==> src/rtl/alu_pkg.sv <==
// alu_pkg: ALU mode codes and issue-stage FSM state encoding shared by the ALU and its issue stage.
package alu_pkg;
  localparam logic [3:0] MODE_SHL = 4'd0;
  localparam logic [3:0] MODE_ADD = 4'd4;
  localparam logic [3:0] MODE_SUB = 4'd5;
  localparam logic [3:0] MODE_FFS = 4'd15;
  typedef logic [1:0] state_t;
  localparam state_t IDLE = 2'd0;
  localparam state_t EXEC = 2'd1;
  localparam state_t RESP = 2'd2;
endpackage

==> src/rtl/alu_issue_ctrl.sv <==
// alu_issue_ctrl: issue/retire stage in front of the combinational ALU; one op per two cycles.
// Ports: req_* valid/ready request channel (req_chain reuses the last result as A and the last carry as Cin),
//   alu_* registered ALU inputs and ALU results, rsp_* valid/ready registered response,
//   sticky_ovf accumulates retired overflows (clr_sticky wins), op_count counts retired responses.
module alu_issue_ctrl
  import alu_pkg::*;
#(
  parameter int W      = 16,
  parameter int MODE_W = 4,
  parameter int CNT_W  = 16
) (
  input  logic              clk,
  input  logic              rst_n,
  input  logic              req_valid,
  output logic              req_ready,
  input  logic [W-1:0]      req_a,
  input  logic [W-1:0]      req_b,
  input  logic              req_cin,
  input  logic [MODE_W-1:0] req_mode,
  input  logic              req_chain,
  output logic [W-1:0]      alu_a,
  output logic [W-1:0]      alu_b,
  output logic              alu_cin,
  output logic [MODE_W-1:0] alu_mode,
  input  logic [W-1:0]      alu_y,
  input  logic              alu_cout,
  input  logic              alu_ovf,
  output logic              rsp_valid,
  input  logic              rsp_ready,
  output logic [W-1:0]      rsp_y,
  output logic              rsp_cout,
  output logic              rsp_ovf,
  output logic              sticky_ovf,
  input  logic              clr_sticky,
  output logic [CNT_W-1:0]  op_count
);
  state_t state;
  logic [W-1:0] last_y;
  logic last_cout, retire, accept, arith;
  assign rsp_valid = state == RESP;
  assign retire = rsp_valid & rsp_ready;
  // A new request may enter in the same cycle the current result retires.
  assign req_ready = (state == IDLE) | retire;
  assign accept = req_valid & req_ready;
  // The ALU drives Cout/Overflow meaningfully only for add and subtract.
  assign arith = (alu_mode == MODE_W'(MODE_ADD)) | (alu_mode == MODE_W'(MODE_SUB));
  always_ff @(posedge clk or negedge rst_n) begin
    if (!rst_n) begin
      state <= IDLE;
      alu_a <= '0;
      alu_b <= '0;
      alu_cin <= 1'b0;
      alu_mode <= '0;
      rsp_y <= '0;
      rsp_cout <= 1'b0;
      rsp_ovf <= 1'b0;
      last_y <= '0;
      last_cout <= 1'b0;
      sticky_ovf <= 1'b0;
      op_count <= '0;
    end else begin
      if (accept) begin
        alu_a <= req_chain ? last_y : req_a;
        alu_cin <= req_chain ? last_cout : req_cin;
        alu_b <= req_b;
        alu_mode <= req_mode;
      end
      if (state == EXEC) begin
        rsp_y <= alu_y;
        rsp_cout <= arith & alu_cout;
        rsp_ovf <= arith & alu_ovf;
        last_y <= alu_y;
        last_cout <= arith & alu_cout;
      end
      if (retire) op_count <= op_count + CNT_W'(1);
      sticky_ovf <= !clr_sticky & (sticky_ovf | (retire & rsp_ovf));
      state <= accept ? EXEC : (state == EXEC) ? RESP : retire ? IDLE : state;
    end
  end
endmodule

==> config.mk <==
export PLATFORM = sky130hd
export DESIGN_NAME = alu_issue_ctrl
export DESIGN_NICKNAME = d
export VERILOG_FILES = /design/src/rtl/alu_pkg.sv /design/src/rtl/alu_issue_ctrl.sv
export SDC_FILE = /design/constraint.sdc
export NUM_CORES = 1
export LEC_CHECK = 0
export BUFFER_PORTS_ARGS = -buffer_cell sky130_fd_sc_hd__buf_4
export CAP_MARGIN = 30
export CORE_ASPECT_RATIO = 1.25
export CORE_MARGIN = 2
export CORE_UTILIZATION = 42
export DETAILED_ROUTE_END_ITERATION = 10
export GPL_TIMING_DRIVEN = 0
export PLACE_DENSITY = 0.72
export RECOVER_POWER = 50
export SLEW_MARGIN = 30
export SYNTH_ARGS = -nofsm -noshare
export SYNTH_HDL_FRONTEND = slang
export SYNTH_SLANG_ARGS = --single-unit
==> constraint.sdc <==
create_clock -name clk -period 1.88 [get_ports clk]
set_clock_uncertainty 0.15 [all_clocks]
set_input_delay 0.094 -clock clk [delete_from_list [all_inputs] [get_ports clk]]
set_output_delay 0.094 -clock clk [all_outputs]
set_load 0.02 [all_outputs]
# ---- Word-level counts from Yosys, hierarchy flattened
# Cells that the tools add are included.
dict set report totals {
  ff_bits 74
  inputBits 61
}
dict set report classes {
  n_bitwise 9
  eq_ne 4
  mux 5
  n_addsub 1
  n_reduce_logical 3
}
# operator count
set op_table {}
lappend op_table {{adder 16 x 1 -> 16 bit, second input constant} 1}
lappend op_table {{2-to-1 mux 16 bit} 1}
lappend op_table {{equality test 4 x 3 -> 1 bit, second input constant} 2}
lappend op_table {{AND 1 bit} 6}
lappend op_table {{2-to-1 mux 2 bit} 3}
lappend op_table {{OR 1 bit} 3}
lappend op_table {{nonzero test 3 bit} 1}
lappend op_table {{equality test 2 x 1 -> 1 bit, second input constant} 1}
lappend op_table {{equality test 2 bit, second input constant} 1}
lappend op_table {{zero test 2 bit} 1}
lappend op_table {{zero test 1 bit} 1}
lappend op_table {{2-to-1 mux 1 bit} 1}

# ---- Longest topological paths before layout
# Gate-level depths: netlist of run 1.
dict set report logic_depth {
  word_depth 5
  mapped_depth 6
  depth_no_buf 4
}

# ---- Least setup slack after synthesis of run 1
# OpenSTA, ideal clock, no wires.
dict set report synth_path {
  path_type {reg2reg}
  startpoint {register state[1]}
  endpoint {register alu_a[10]}
  path_stages_with_launch 6
  synth_period_minus_slack_ps 1943
  slack_ps -63
  required_ps 1605
  arrival_time_ps 1668
  setup_ps 125
  cell_sequence {dfrtp_1 a21oi_1 and2_1 buf_4 buf_4 mux2_2}
}
dict set report synth_between {
  elab_chain_len 4
}
# element line
set synth_rtl {}
lappend synth_rtl {{start, declared} alu_issue_ctrl.sv:37} ;# state_t state;
lappend synth_rtl {{start signal, assigned} alu_issue_ctrl.sv:77} ;# state <= accept ? EXEC : (state == EXEC) ? RESP : retire ? IDLE : state;
lappend synth_rtl {{equality test 2 bit} alu_issue_ctrl.sv:40} ;# assign rsp_valid = state == RESP;
lappend synth_rtl {{AND 1 bit} alu_issue_ctrl.sv:41} ;# assign retire = rsp_valid & rsp_ready;
lappend synth_rtl {{OR 1 bit (*)} alu_issue_ctrl.sv:43} ;# assign req_ready = (state == IDLE) | retire;
lappend synth_rtl {{net req_ready} alu_issue_ctrl.sv:15} ;# output logic req_ready,
lappend synth_rtl {{AND 1 bit (*)} alu_issue_ctrl.sv:44} ;# assign accept = req_valid & req_ready;
lappend synth_rtl {{end signal, assigned} alu_issue_ctrl.sv:63} ;# alu_a <= req_chain ? last_y : req_a;
lappend synth_rtl {{end, declared} alu_issue_ctrl.sv:21} ;# output logic [W-1:0] alu_a,
# The timed path passes the listed nets; every way through them passes the cells marked *.
# A chain may end at the register's enable or synchronous reset.

# ---- Worst setup path after layout of run 1
dict set report layout_path {
  startpoint {input port rsp_ready}
  endpoint {register alu_a[8]}
}
dict set report layout_between {
  elab_chain_len 3
}
# element line
set layout_rtl {}
lappend layout_rtl {{start, declared} alu_issue_ctrl.sv:29} ;# input logic rsp_ready,
lappend layout_rtl {{AND 1 bit} alu_issue_ctrl.sv:41}
lappend layout_rtl {{OR 1 bit} alu_issue_ctrl.sv:43}
lappend layout_rtl {{AND 1 bit} alu_issue_ctrl.sv:44}
# Every way passes these cells.

==> results of run 1 <==
==> power groups by stage <==
stage               logic [uW]  registers (uW)  clock network [uW]
global route              3510            2850                1550
detailed placement        3450            2780                   0
floorplan                 1170            3520                   0
global placement          3390            2730                   0
finish                    3290            2740                1430
CTS                       3560            2750                1480
==> Yosys cell counts (all sizes together) <==
cell type / number
a21o: 1
a21oi: 2
and2: 1
and2b: 2
and3: 2
and3b: 1
and4: 3
buf: 7
clkbuf: 2
dfrtp: 74
ha: 1
inv: 5
mux2: 71
nand2: 7
nand3: 2
nand3b: 1
nand4: 5
nor2: 5
nor3: 1
nor3b: 1
o22ai: 2
or3b: 1
xnor2: 9
xor2: 6
==> per-stage QoR <==
step             util   TNS, ns  worst slack (ns)  total power [uW]  std cells
2_1_floorplan       -         0           0.08045              4690        212
3_3_place_gp   0.5793         0           0.06797              6123        437
3_5_place_dp   0.5793         0           0.06904              6227        437
4_1_cts        0.6919         0           0.07639              7785        511
5_1_grt        0.6797  -0.07614          -0.02127              7908        513
6_report       0.6797         0            0.1016              7458        513
==> state kept, by name, indices dropped and copies added (netlist names) <==
name	count
rsp_y	16
rsp_ovf	1
alu_mode	4
alu_cin	1
op_count	16
state	2
alu_b	16
rsp_cout	1
sticky_ovf	1
alu_a	16
==> tightest hold or removal path, cell delays in order <==
cell	delay [ns]
buf_2	0.20
mux2_2	0.18
mux2_2	0.13
==> path summary, 6_finish.rpt <==
kind | from | slack (ns) | end | cells after the start
min | req_chain | 0.14 | alu_a[2] | 3
max | rsp_ready | 0.10 | alu_a[8] | 8
max in group asynchronous | rst_n | 0.59 | alu_a[4] | 2
min reg2reg | op_count[15] | 0.33 | op_count[15] | 1
max reg2reg | state[1] | 0.10 | alu_a[8] | 5
min in group asynchronous | rst_n | 0.32 | op_count[12] | 2
==> cell type report <==
type | instances | area, um2
plain buffers | 9 | 57.56
clock buffers | 12 | 165.2
clock inverters | 4 | 72.57
fillers | 577 | 2328
inverters | 5 | 18.77
multi-input cells | 124 | 1171
flip-flops and latches | 74 | 1852
well taps | 92 | 115.1
repair buffers | 193 | 1489
==> routing by layer <==
| metal | up-vias | part of all wire | track usage |
|---|---|---|---|
| met2 | 86 | 0.52 | 0.3397 |
| li1 | 1146 | - | - |
| met1 | 1218 | 0.40 | 0.2207 |
| met3 | 21 | 0.050 | 0.03237 |
| met4 | 0 | 0.037 | 0.1173 |
| met5 | - | 0 | 0 |
==> timing repair <==
item | in CTS | in global routing
endpoints found under the hold margin | 131 | 0
setup endpoints to repair | 0 | 14
resized for setup | 0 | 2
hold buffers | 58 | 0
setup buffers | 0 | 2
==> cell families (layout without fill, tap and decap cells) <==
group,Yosys count,after routing
AOI/OAI and AO/OA,5,5
xor gates and xnor gates,15,15
adders and majority gates,1,1
buffers and inverters,14,223
DFF,74,74
muxes,71,71
and+or+nand+nor,32,32
==> impl_metrics.ini, run 1 <==
[die]
die_area_um2 = 8074
io_pins = 135
die_w_um = 80.77
coreArea_um2 = 7269
initial_utilization = 0.4256
dieHeight_um = 99.97
num_rows = 35

[grt]
globalRouteTotalUtil = 0.1949
grt-ovfl-total = 0
antenna_found_initial = 0
grt_max_degree = 75
grt_pass1_wl_mm = 11.86
first_global_vias = 2508

[routing]
drtAntennaViolNets = 0
drtIter0Drc = 69
wl_mm = 7.786
wl_per_cell_um = 15.18
avgViaCountPerCell = 4.817
dr.pass1.iters = 4
drc_errors = 0
num_vias = 2471

[yosys]
yosys.area_share.simple = 0.06227
synth_cell_types = 28
synth-xor-area-share = 0.04246
synth_fa_ha_area_frac = 0.004044
synth_top_family_by_area = multiplexers
syn_area_per_cell_um2 = 14.60
syn_nets = 274
ys_warn_count = 0
synth-compound-area-share = 0.01011
synth-seq-area-share = 0.5985
synthTopCellsByArea = dfrtp_1, mux2_2, xnor2_1, xor2_1, nand4_1
synthDominantCellAreaShare = 0.5985
muxShareOfSynthArea = 0.2584
synth.largest_area_cell = dfrtp_1
synth_cells = 212
yosys_register_bits = 74
syn-cell-area_um2 = 3094

[critical_path]
cp_num_buf_inv = 5
cp-end-kind = flop
slowest_stage = dlygate4sd3_1
cp.required_ns = 1.95
crit_top_cell = buf_4
slowest_delay_ns = 0.53
cp_max_fo = 10
critPathKind = input pin to flop
startpoint_type = input pin
path_cells = dlygate4sd3_1, buf_4, inv_1, a21oi_2, and2_1, buf_4, buf_4, mux2_2
cp.arrival_ns = 1.85
crit_family = buffers and inverters

[timing]
slew_viol_final = 0
fin_crit_ns = 1.778
maxSlewHeadroom = 0.3229
max_freq_mhz = 562.3
worst_pin_slew_ns = 1.016
rsz0062_at_grt = yes
hold_violations = 0
period_share = 0.9460
setup_viol = 0
holdWs_ns = 0.1399

[finish]
finalInstanceArea_um2 = 4941
n_antenna_cell = 0
final_cell_mix = buf_4, dfrtp_1, mux2_2
nets = 478
final_layout_size_suffix_gt1_frac = 0.4941
layout_commonest_cell = buf_4
area_growth_pct = 59.68

[power]
share_comb_of_total_power = 0.441
vdd_drop_max_mv = 0.8038
power.switching_uw = 2745
intPower_uw = 4712
swShare = 0.3681
clkPwrFrac = 0.192
p_leak_uw = 0.002295
powerDensity_nw_per_um2 = 1509
pwr-share-seq = 0.367

[placement]
gp_congestion = 0.7516
portBuffers = 133
place_area_um2 = 4212
hpwl_mm = 5.168

[clocking]
cts-root-buf = clkbuf_8
cts_tree = yes
h-tree-depth = 3
clockBufferDepth = 2
insertion_delay_ns = 0.34
cts_buffers = 9
clock_sinks = 74
cts.clk_slew.worst_paths_ns = 0.08

[job]
drv_cap = 0

[worst_hold_path]
min_path_type = input pin to flop

[run_status]
status = completed
Note: power is estimated with default switching activity, not from simulation.
==> run 2: changes to the inputs <==
--- a/config.mk
+++ b/config.mk
@@ -5,14 +5,15 @@
 export SDC_FILE = /design/constraint.sdc
 export NUM_CORES = 1
 export LEC_CHECK = 0
-export BUFFER_PORTS_ARGS = -buffer_cell sky130_fd_sc_hd__buf_4
+export BUFFER_PORTS_ARGS = -buffer_cell sky130_fd_sc_hd__buf_2
 export CAP_MARGIN = 30
 export CORE_ASPECT_RATIO = 1.25
 export CORE_MARGIN = 2
-export CORE_UTILIZATION = 42
+export CORE_UTILIZATION = 47
+export CTS_CLUSTER_DIAMETER = 30
 export DETAILED_ROUTE_END_ITERATION = 10
 export GPL_TIMING_DRIVEN = 0
-export PLACE_DENSITY = 0.72
+export PLACE_DENSITY = 0.79
 export RECOVER_POWER = 50
 export SLEW_MARGIN = 30
 export SYNTH_ARGS = -nofsm -noshare
==> run 2 against run 1 <==
Effect of this change: critical path depth down 3; first-iteration DRC count is 17% lower; core utilization is 3.7 points higher; via count is 0.20% higher; global-route usage increased by 3.2 points; critical path type is now flop to flop.
==> impl_metrics.ini, run 2 (same netlist as run 1, synthesis figures left out) <==
[routing]
drc_errors = 0
dr.pass1.iters = 4
num_vias = 2476
drtAntennaViolNets = 0
drtIter0Drc = 57
wl_per_cell_um = 15.42
wl_mm = 7.816
avgViaCountPerCell = 4.884

[clocking]
cts-root-buf = clkbuf_8
clock_sinks = 74
h-tree-depth = 3
cts_resized = 0
clockBufferDepth = 2
cts_buffers = 9
cts_tree = yes
insertion_delay_ns = 0.33
cts.clk_slew.worst_paths_ns = 0.08

[timing]
slew_viol_final = 0
fin_crit_ns = 1.794
period_share = 0.9544
max_freq_mhz = 557.3
maxSlewHeadroom = 0.4379
setup_viol = 0
tns_ns = 0
worst_pin_slew_ns = 0.8432
rsz0062_at_grt = no
hold_violations = 0

[critical_path]
worstReg2RegStart = state[0]
r2r_cells = 5
ff2ff_setup_slack_ns = 0.09
cp-end-kind = flop
cp_max_fo = 7
reg2reg_to = op_count[15]
cp.arrival_ns = 1.86
startpoint_type = flop
cp.required_ns = 1.94
critPathKind = flop to flop

[finish]
nFillCells = 475
final_layout_size_suffix_gt1_frac = 0.4690
n_antenna_cell = 0
final_cell_count_no_fill = 507
layout_commonest_cell = buf_2
final_cell_mix = buf_2, dfrtp_1, mux2_2
area_growth_pct = 50.06
nets = 478

[worst_hold_path]
hold_depth = 4
hold_path_end = alu_b[4]
min_from = req_valid
min_path_type = input pin to flop

[die]
dieHeight_um = 94.72
coreArea_um2 = 6482
die_w_um = 76.57
num_rows = 33
initial_utilization = 0.4773
die_area_um2 = 7252
io_pins = 135

[grt]
grt-ovfl-total = 0
globalRouteTotalUtil = 0.2266
grt_max_degree = 43
busiest_layer = met2
antenna_found_initial = 0
grtUsageMet1 = 0.2434
use_met2 = 0.4307
first_global_vias = 2622
met3_usage = 0.04398
grt_pass1_wl_mm = 12.59

[power]
vdd_drop_max_mv = 1.072
p_leak_uw = 0.002177
powerDensity_nw_per_um2 = 1522
power.switching_uw = 2728
intPower_uw = 4338
swShare = 0.3861
pwr-share-seq = 0.390
clkPwrFrac = 0.183
share_comb_of_total_power = 0.427

[run_status]
status = completed

[placement]
gp_congestion = 0.7891
hpwl_mm = 4.902
place_inst = 433
portBuffers = 133

[job]
drv_cap = 0
-- run 2: worst max-delay path by stage --
stage	slack, ns	from	to
after floorplan	0.08	state[1]	alu_a[10]
after global placement	0.08	req_chain	alu_a[7]
after detailed placement	0.08	state[1]	alu_a[5]
after CTS	0.07	state[0]	op_count[12]
after global routing	0.01	state[0]	op_count[15]
final	0.09	state[0]	op_count[15]
-- run 2: area by class of cell --
type | count | area, um2 | share of cell area
clock buffers | 10 | 127.6 | 0.02749
inverters | 5 | 18.77 | 0.004042
flip-flops and latches | 74 | 1852 | 0.3988
clock inverters | 5 | 80.08 | 0.01725
well taps | 87 | 108.9 | 0.02344
multi-input cells | 124 | 1171 | 0.2522
repair buffers | 193 | 1229 | 0.2646
plain buffers | 9 | 56.30 | 0.01213
-- run 2: metrics by stage --
step	hold WS, ns	power [uW]	util	setup WS, ns	area, um2
2_1_floorplan	-0.3516	4690	-	0.08045	3098
3_3_place_gp	0.09747	5645	0.5974	0.07650	3872
3_5_place_dp	-0.08618	5754	0.6008	0.07975	3895
4_1_cts	0.1079	7152	0.7224	0.06775	4683
5_1_grt	0.1827	7446	0.7163	0.01343	4643
6_report	0.1658	7065	0.7163	0.08574	4643
-- run 2: power groups by stage --
stage / clock network [uW] / registers, uW / logic (uW)
3_5_place_dp: 0 / 2750 / 3010
6_report: 1300 / 2750 / 3020
3_3_place_gp: 0 / 2690 / 2960
5_1_grt: 1380 / 2850 / 3210
4_1_cts: 1320 / 2720 / 3110
2_1_floorplan: 0 / 3520 / 1170
-- run 2: worst max-delay path, cell delays in order, from the launching register on --
cell	delay (ns)
dfrtp_1	0.43
and3b_1	0.25
buf_6	0.13
and3_4	0.22
or3b_1	0.37
xnor2_1	0.13
-- run 2: what timing repair did --
action / CTS / global route
setup endpoints to repair: 0 / 2
hold endpoints to repair: 131 / 0
hold buffers: 58 / 0
setup buffers: 0 / 1
-- run 2: layer usage --
layer | vias to the layer above | routed length [um]
met3 | 14 | 326
li1 | 1153 | -
met2 | 93 | 4407
met5 | - | 0
met1 | 1216 | 2910
met4 | 0 | 171
==> run 3: changes to the inputs <==
--- a/config.mk
+++ b/config.mk
@@ -5,15 +5,16 @@
 export SDC_FILE = /design/constraint.sdc
 export NUM_CORES = 1
 export LEC_CHECK = 0
+export ABC_AREA = 1
 export BUFFER_PORTS_ARGS = -buffer_cell sky130_fd_sc_hd__buf_2
 export CAP_MARGIN = 30
 export CORE_ASPECT_RATIO = 1.25
 export CORE_MARGIN = 2
-export CORE_UTILIZATION = 47
+export CORE_UTILIZATION = 48
 export CTS_CLUSTER_DIAMETER = 30
 export DETAILED_ROUTE_END_ITERATION = 10
 export GPL_TIMING_DRIVEN = 0
-export PLACE_DENSITY = 0.79
+export PLACE_DENSITY = 0.8
 export RECOVER_POWER = 50
 export SLEW_MARGIN = 30
 export SYNTH_ARGS = -nofsm -noshare
==> run 3 against run 2 <==
Effect of this change: wire length is 26% higher; critical path type unchanged; cell count is 33% higher; sequential power hardly changed; highest routed layer unchanged; critical endpoint is now alu_a[10]; sequential share of layout area is 1.7 points lower; die area is 0.92% higher; largest power group unchanged; worst hold slack better by 0.019 ns.
==> impl_metrics.ini, run 3 <==
[run_status]
status = completed

[finish]
final_layout_size_suffix_gt1_frac = 0.2224
n_antenna_cell = 0
final_cell_count_no_fill = 676
seqCellArea_um2 = 1852
layout_commonest_cell = nand2_1
multi_input_area_um2 = 1186
nFillCells = 476
nets = 646
final_cell_mix = nand2_1, buf_2, dfrtp_1
area_growth_pct = 52.04

[yosys]
synth-seq-area-share = 0.5804
synthDominantCellAreaShare = 0.5804
ys_async_sr_fraction = 1.000
synth_cell_types = 24
syn_nets = 435
synthTopCellsByArea = dfrtp_1, nand2_1, nor2_1, o31ai_1, inv_1
ys_warn_count = 0
synth-main-ff-cell = dfrtp_1
synth_cells = 373
synth.largest_area_cell = dfrtp_1
syn-cell-area_um2 = 3191
syn_area_per_cell_um2 = 8.554
synthTopCellsByCount = nand2_1, dfrtp_1, nor2_1
yosys_register_bits = 74
yosysMostFrequentCell = nand2_1
synth_edf_count = 0

[power]
vdd_drop_max_mv = 0.9695
p_leak_uw = 0.002566
intPower_uw = 4068
swShare = 0.4353
clkPwrFrac = 0.209
pwr-share-seq = 0.381
power.switching_uw = 3135
powerDensity_nw_per_um2 = 1485
share_comb_of_total_power = 0.410

[grt]
grt_max_degree = 49
grt_pass1_wl_mm = 15.92
globalRouteTotalUtil = 0.2780
antenna_found_initial = 0
grt-ovfl-total = 0
first_global_vias = 3514

[die]
die_w_um = 76.92
coreArea_um2 = 6482
dieHeight_um = 95.15
die_area_um2 = 7319
initial_utilization = 0.4922
num_rows = 33
io_pins = 135

[clocking]
clockBufferDepth = 2
cts_setup_buffers = 0
insertion_delay_ns = 0.35
cts_tree = yes
h-tree-depth = 3
cts-root-buf = clkbuf_8
cts_resized = 0
cts_buffers = 9
clock_sinks = 74
cts.clk_slew.worst_paths_ns = 0.09

[timing]
tns_ns = 0
setup_viol = 0
max_freq_mhz = 614.4
period_share = 0.8657
rsz0062_at_grt = no
worst_pin_slew_ns = 0.7388
fin_crit_ns = 1.628
maxSlewHeadroom = 0.5075
hold_violations = 0
holdWs_ns = 0.1847
slew_viol_final = 0

[critical_path]
reg2reg_to = alu_a[10]
cp_max_fo = 10
cp.arrival_ns = 1.73
startpoint_type = flop
worstReg2RegStart = state[1]
r2r_cells = 5
cp-end-kind = flop
cp.required_ns = 1.98
startpoint = state[1]
critPathKind = flop to flop
ff2ff_setup_slack_ns = 0.25

[placement]
hpwl_mm = 5.880
place_inst = 594
gp_congestion = 0.8018
portBuffers = 133

[routing]
wl_mm = 9.813
dr.pass1.iters = 4
drc_errors = 0
num_vias = 3343
drtIter0Drc = 165
drtAntennaViolNets = 0
avgViaCountPerCell = 4.945
wl_per_cell_um = 14.52

[worst_hold_path]
min_path_type = input pin to asynchronous set/reset pin

[job]
drv_cap = 0
-- run 3: cell count changes after synthesis, moves of 3 or more --
| cell | previous run | this run |
|---|---|---|
| xnor2_1 | 9 | 3 |
| nor3_1 | 1 | 4 |
| buf_4 | 3 | 0 |
| nand2_1 | 7 | 159 |
| nand3_1 | 2 | 9 |
| o31ai_1 | 0 | 17 |
| nor2_1 | 5 | 49 |
| mux2_2 | 71 | 0 |
| inv_1 | 5 | 21 |
| buf_2 | 3 | 8 |
-- run 3: worst max-delay path: stages (launching register included) --
cell and delay, ns:
dfrtp_1 0.49, a21oi_4 0.11, nand2_4 0.12, clkbuf_1 0.42
nand2_1 0.13, o31ai_1 0.09
-- run 3: layout make-up --
cell class	instances	area share
Clock inverter	7	0.02425
Sequential cell	74	0.3817
Inverter	24	0.01857
Multi-Input combinational cell	263	0.2445
Buffer	12	0.01290
Tap cell	87	0.02244
Timing Repair Buffer	200	0.2701
Clock buffer	9	0.02554
-- run 3: repair_timing --
item / CTS / global route
hold buffers: 66 / 0
setup endpoints to repair: 0 / 0
endpoints found under the hold margin: 132 / 0
-- run 3: cells by family after synthesis --
family	share of synthesized area
compound gates	0.05294
fa+ha+maj	0.003921
buf+inv	0.04784
xor+xnor	0.02745
simple gates	0.2875
flops	0.5804
-- run 3: power by group through the flow --
stage	Combinational [uW]	Sequential, uW	Clock [uW]
6_report	2950	2750	1500
3_3_place_gp	2800	2690	0
4_1_cts	2990	2690	1510
3_5_place_dp	2880	2710	0
5_1_grt	3220	2810	1590
2_1_floorplan	1040	3450	0
-- run 3: per-layer routing --
metal | up-vias | wire [um] | global-route usage
met3 | 27 | 527 | 0.04735
li1 | 1582 | - | -
met5 | - | 0 | 0
met2 | 138 | 5064 | 0.5132
met1 | 1596 | 3938 | 0.3055
met4 | 0 | 282 | 0.1515
-- run 3: worst max-delay path by stage --
| stage | end | cells after the start | slack [ns] |
|---|---|---|---|
| floorplan | op_count[8] | 5 | 0.39 |
| global placement | alu_b[6] | 1 | 0.13 |
| detailed placement | rsp_y[10] | 5 | 0.28 |
| CTS | alu_a[11] | 5 | 0.25 |
| global route | alu_a[6] | 5 | 0.13 |
| finish | alu_a[10] | 5 | 0.25 |
-- run 3: through the flow --
stage	worst slack [ns]	utilization	cell area [um2]	total power [uW]
after floorplan	0.3907	-	3191	4496
after global placement	0.1317	0.6117	3965	5493
after detailed placement	0.2839	0.6163	3995	5594
after CTS	0.2512	0.7555	4897	7197
after global routing	0.1301	0.7483	4851	7621
final	0.2524	0.7483	4851	7203
